### config.mk
export PLATFORM = sky130hd
export DESIGN_NAME = minmax_sched
export DESIGN_NICKNAME = d
export VERILOG_FILES = /design/src/rtl/minmax_sched.sv
export SDC_FILE = /design/constraint.sdc
export NUM_CORES = 1
export LEC_CHECK = 0
export CELL_PAD_IN_SITES_DETAIL_PLACEMENT = 1
export CELL_PAD_IN_SITES_GLOBAL_PLACEMENT = 1
export CORE_ASPECT_RATIO = 0.8
export CORE_UTILIZATION = 45
export CTS_BUF_LIST = sky130_fd_sc_hd__clkbuf_4 sky130_fd_sc_hd__clkbuf_8
export CTS_CLUSTER_DIAMETER = 120
export DETAILED_ROUTE_END_ITERATION = 8
export PLACE_DENSITY = 0.78
export SLEW_MARGIN = 20
export SYNTH_ARGS = -nofsm -noshare
export SYNTH_HDL_FRONTEND = slang
export SYNTH_SLANG_ARGS = --single-unit
### constraint.sdc
create_clock -name clk -period 3.29 [get_ports clk]
set_clock_uncertainty 0.15 [all_clocks]
set_input_delay 0.658 -clock clk [delete_from_list [all_inputs] [get_ports clk]]
set_output_delay 0.658 -clock clk [all_outputs]
set_load 0.02 [all_outputs]
### src/rtl/minmax_sched.sv
// Round-robin front end that shares one 8x16 min/max finder between two requesters:
// collects an 8-word batch, bursts it into the finder, waits for Valid and reports.
module minmax_sched #(
    parameter int unsigned TIMEOUT = 32
) (
    input  logic        clk,
    input  logic        rst_n,
    input  logic        req0,
    input  logic        req1,
    input  logic [15:0] data0,
    input  logic [15:0] data1,
    output logic        ack0,
    output logic        ack1,
    output logic        done0,
    output logic        done1,
    output logic [15:0] res_max,
    output logic [15:0] res_min,
    output logic        res_owner,
    output logic        res_err,
    output logic        busy,
    output logic        mm_write_en,
    output logic [2:0]  mm_write_reg,
    output logic [15:0] mm_write_data,
    input  logic [15:0] mm_max,
    input  logic [15:0] mm_min,
    input  logic        mm_valid
);

    typedef enum logic [2:0] {IDLE, COLLECT, BURST, WAIT, REPORT, RELEASE} state_t;

    state_t      state, state_nx;
    logic [15:0] batch_buf [8];
    logic [2:0]  idx, idx_nx;
    logic [7:0]  wait_cnt;
    logic        owner, owner_nx, last_owner;
    logic        take, cur_req;
    logic [15:0] cur_data;
    logic        we_nx;
    logic [2:0]  reg_nx;
    logic        finish;

    assign ack0 = (state == COLLECT) && !owner;
    assign ack1 = (state == COLLECT) && owner;
    assign busy = (state != IDLE);

    always_comb begin
        state_nx = state;
        idx_nx   = idx;
        owner_nx = owner;
        take     = 1'b0;
        cur_req  = owner ? req1 : req0;
        cur_data = owner ? data1 : data0;
        unique case (state)
            IDLE: begin
                if (req0 || req1) begin
                    owner_nx = (req0 && req1) ? ~last_owner : req1;
                    idx_nx   = '0;
                    state_nx = COLLECT;
                end
            end
            COLLECT: begin
                if (cur_req) begin
                    take   = 1'b1;
                    idx_nx = idx + 3'd1;
                    if (idx == 3'd7) state_nx = BURST;
                end
            end
            BURST: begin
                idx_nx = idx + 3'd1;
                if (idx == 3'd7) state_nx = WAIT;
            end
            WAIT: begin
                if (mm_valid || wait_cnt == 8'(TIMEOUT - 1)) state_nx = REPORT;
            end
            REPORT:  state_nx = RELEASE;
            RELEASE: state_nx = IDLE;
            default: state_nx = IDLE;
        endcase
        // finder outputs are registered, so they are derived from the state being entered
        we_nx  = (state_nx == BURST) || (state_nx == WAIT);
        reg_nx = (state_nx == BURST) ? idx_nx : (we_nx ? 3'd7 : 3'd0);
    end

    assign finish = (state == WAIT) && (state_nx == REPORT);

    always_ff @(posedge clk) begin
        if (take) batch_buf[idx] <= cur_data;
    end

    always_ff @(posedge clk or negedge rst_n) begin
        if (!rst_n) begin
            state         <= IDLE;
            idx           <= '0;
            owner         <= 1'b0;
            last_owner    <= 1'b1;
            wait_cnt      <= '0;
            mm_write_en   <= 1'b0;
            mm_write_reg  <= '0;
            mm_write_data <= '0;
            done0         <= 1'b0;
            done1         <= 1'b0;
            res_max       <= '0;
            res_min       <= '0;
            res_owner     <= 1'b0;
            res_err       <= 1'b0;
        end else begin
            state         <= state_nx;
            idx           <= idx_nx;
            owner         <= owner_nx;
            wait_cnt      <= (state == WAIT) ? wait_cnt + 8'd1 : '0;
            mm_write_en   <= we_nx;
            mm_write_reg  <= reg_nx;
            mm_write_data <= we_nx ? batch_buf[reg_nx] : '0;
            done0         <= 1'b0;
            done1         <= 1'b0;
            if (finish) begin
                res_err    <= !mm_valid;
                res_max    <= mm_valid ? mm_max : '0;
                res_min    <= mm_valid ? mm_min : '0;
                res_owner  <= owner;
                last_owner <= owner;
                done0      <= !owner;
                done1      <= owner;
            end
        end
    end

endmodule
==> results_dict.tcl <==
set metrics [dict create \
    worstSetupPathType "reg2out" \
    postSynth.asyncResetShare_pct 36.0 \
    cts-root-buf "clkbuf_8" \
    multi_input_area_sq_mm 0.00220 \
    power_frac_seq_pct 42.6 \
    synth-edff-count 128 \
    place_area_sq_mm 0.00974 \
    grt_usage_pct 25.1 \
    synth_cell_types 46 \
    critPathMaxFanout 16 \
    startpoint_type "flop" \
    dp_slack_ps -70.3 \
    p_int_mw 5.48 \
    start_util_pct 46.1 \
    ff_latch_area_sq_mm 0.00565 \
    syn-num-nets 645 \
    drt_wl_total_mm 21.7 \
    diodes 0 \
    largest_reg_flops 128 \
    grt_max_degree 73 \
    combPwrFrac_pct 34.9 \
    layout.cells.non_filler 953 \
    syn_area_sq_mm 0.00804 \
    grt_overflow 0 \
    hold_violations 0 \
    grt_pass1_wl_mm 33.3 \
    drtAntennaViolNets 0 \
    rows 43 \
    holdWs_ps 162 \
    via_count 5449 \
    pwr_density_cell_mw_per_mm2 805 \
    die_area_sq_mm 0.0184 \
    synth.area.top_cells "edfxtp_1 48%, dfrtp_1 22%, mux2_2 4.5%, nand2_1 4.4%, a221o_1 4.0%" \
    placed_cells 921 \
    synthCells 573 \
    place_congestion 0.804 \
    synth-seq-cells 200 \
    ys_seq_area_share_pct 70.2 \
    syn_to_final_growth_pct 27.0 \
    setup_viol_count_final 0 \
    grt_pass1_vias 5794 \
    die_y_um 122 \
    htreeDepth 4 \
    drtIter0Drc 396 \
    clkPwrFrac_pct 22.5 \
    timing.final.ws_setup_ps 230 \
    cts_setup_buffers 0 \
    fin_crit_ps 3060 \
    regMostFlops "batch_buf" \
    final_common_cell "edfxtp_1" \
    final_layout_size_suffix_gt1_share_pct 15.4 \
    max_slew_margin_pct 36.7 \
    swShare_pct 33.4 \
    fin_nets 787 \
    startpoint "owner" \
    clock_path_buffers 2 \
    p_switching_mw 2.75 \
    cts_hold_buf 0 \
    finalMaxSlewViolations 0 \
    cts_tree "yes" \
    ctsResizeCount 0 \
    timing.rr.start "state[0]" \
    port_buffers 127 \
    ys_warn_count 0 \
    core_sq_mm 0.0174 \
    status "complete, no violations" \
    arrival_ps 2250 \
    cp.required_ps 2480 \
    remaining_drc_errors 0 \
    fin_setup_tns_ps 0 \
    max_freq_mhz 327 \
    firstDrtPassIters 5 \
    worstMarginPinSlew_ps 949 \
    detail_route.wl_per_cell_um 22.8 \
    period_share_pct 93.0 \
    routed_via_density 5.72 \
    endpoint_kind "primary output" \
    antenna_found_initial 0 \
    io_pins 128 \
    mostFrequentLayoutCells "128 x edfxtp_1, 126 x clkdlybuf4s50_1, 94 x nand2_1" \
    cap_violations 0 \
    peakVddDrop_uv 403 \
    p_leak_nw 3.85 \
    synth_area_leader_cell "edfxtp_1" \
    cts_made_buffers 17 \
    nFillCells 1758 \
    rsz0062_at_grt "false" \
    synthFlopType "edfxtp_1" \
    die_width_um 151 \
    final_area_sq_mm 0.0102 \
    clk_pin_slew_ps 90 \
    hp-class "in2async" \
    insertion_delay_ps 480 \
    synth_top_area_share_pct 47.8 \
    syn_avg_cell_area_sq_um 14.0 \
    hpwlAfterDp_mm 14.2 \
    clock_sinks 200 \
]
==> power groups by stage <==
stage	registers [mW]	clock network [mW]	logic, mW
floorplan	3.69	0	1.43
global placement	3.51	0	2.70
detailed placement	3.56	0	2.85
CTS	3.50	1.89	2.88
global route	3.54	1.98	3.07
finish	3.50	1.85	2.87
==> final timing paths <==
kind | end | slack, ps | cells after the start
setup / recovery | ack1 | 230 | 3
hold / removal | res_max[11] | 160 | 1
setup reg to reg | mm_write_data[4] | 380 | 10
hold reg to reg | res_max[4] | 320 | 2
max in group asynchronous | mm_write_data[9] | 2200 | 1
min in group clk | res_max[4] | 320 | 2
==> cell usage after synthesis, types with 3 or more instances <==
cell and instances:
nand2b_1 4, nand2_1 94, edfxtp_1 128, a22oi_1 16, buf_2 5, ha_1 3
o221ai_1 17, mux2i_1 16, nor2_1 24, buf_6 5, dfrtp_1 71, inv_1 6
mux2_2 32, a221o_1 32, nand3_1 52, a21oi_1 3, xor2_1 4, clkbuf_1 25
nor3_1 4
==> routing by layer <==
| layer | wire length, um | up-vias | track usage, % |
|---|---|---|---|
| met5 | 0 | - | 0 |
| met4 | 469 | 0 | 7.81 |
| met3 | 958 | 39 | 5.09 |
| met2 | 10900 | 148 | 41.8 |
| met1 | 9320 | 2832 | 33.1 |
| li1 | - | 2430 | - |
==> through the flow <==
step	power, mW	utilization (%)
2_1_floorplan	5.12	-
3_3_place_gp	6.22	55.9
3_5_place_dp	6.41	55.9
4_1_cts	8.27	58.6
5_1_grt	8.59	58.6
6_report	8.22	58.6
==> critical path, stage by stage (launching register included) <==
cell and delay [ps]:
dfrtp_1 590, buf_4 380, and2_1 180, clkdlybuf4s50_1 610
==> cell type report <==
cell class                      instances  share of cell area, %
Sequential cell                       200                   55.3
Multi-Input combinational cell        329                   21.6
Timing Repair Buffer                  160                   15.5
Tap cell                              225                   2.76
Clock buffer                           20                   2.51
Clock inverter                         12                   2.16
Inverter                                7                  0.257
==> cells by family after synthesis <==
family	synth area share, %
mux	6.83
simple gates	10.5
flops	70.2
xor+xnor	0.653
buf+inv	2.69
fa+ha+maj	0.467
compound gates	8.64
Power figures use the tool's default switching activity.
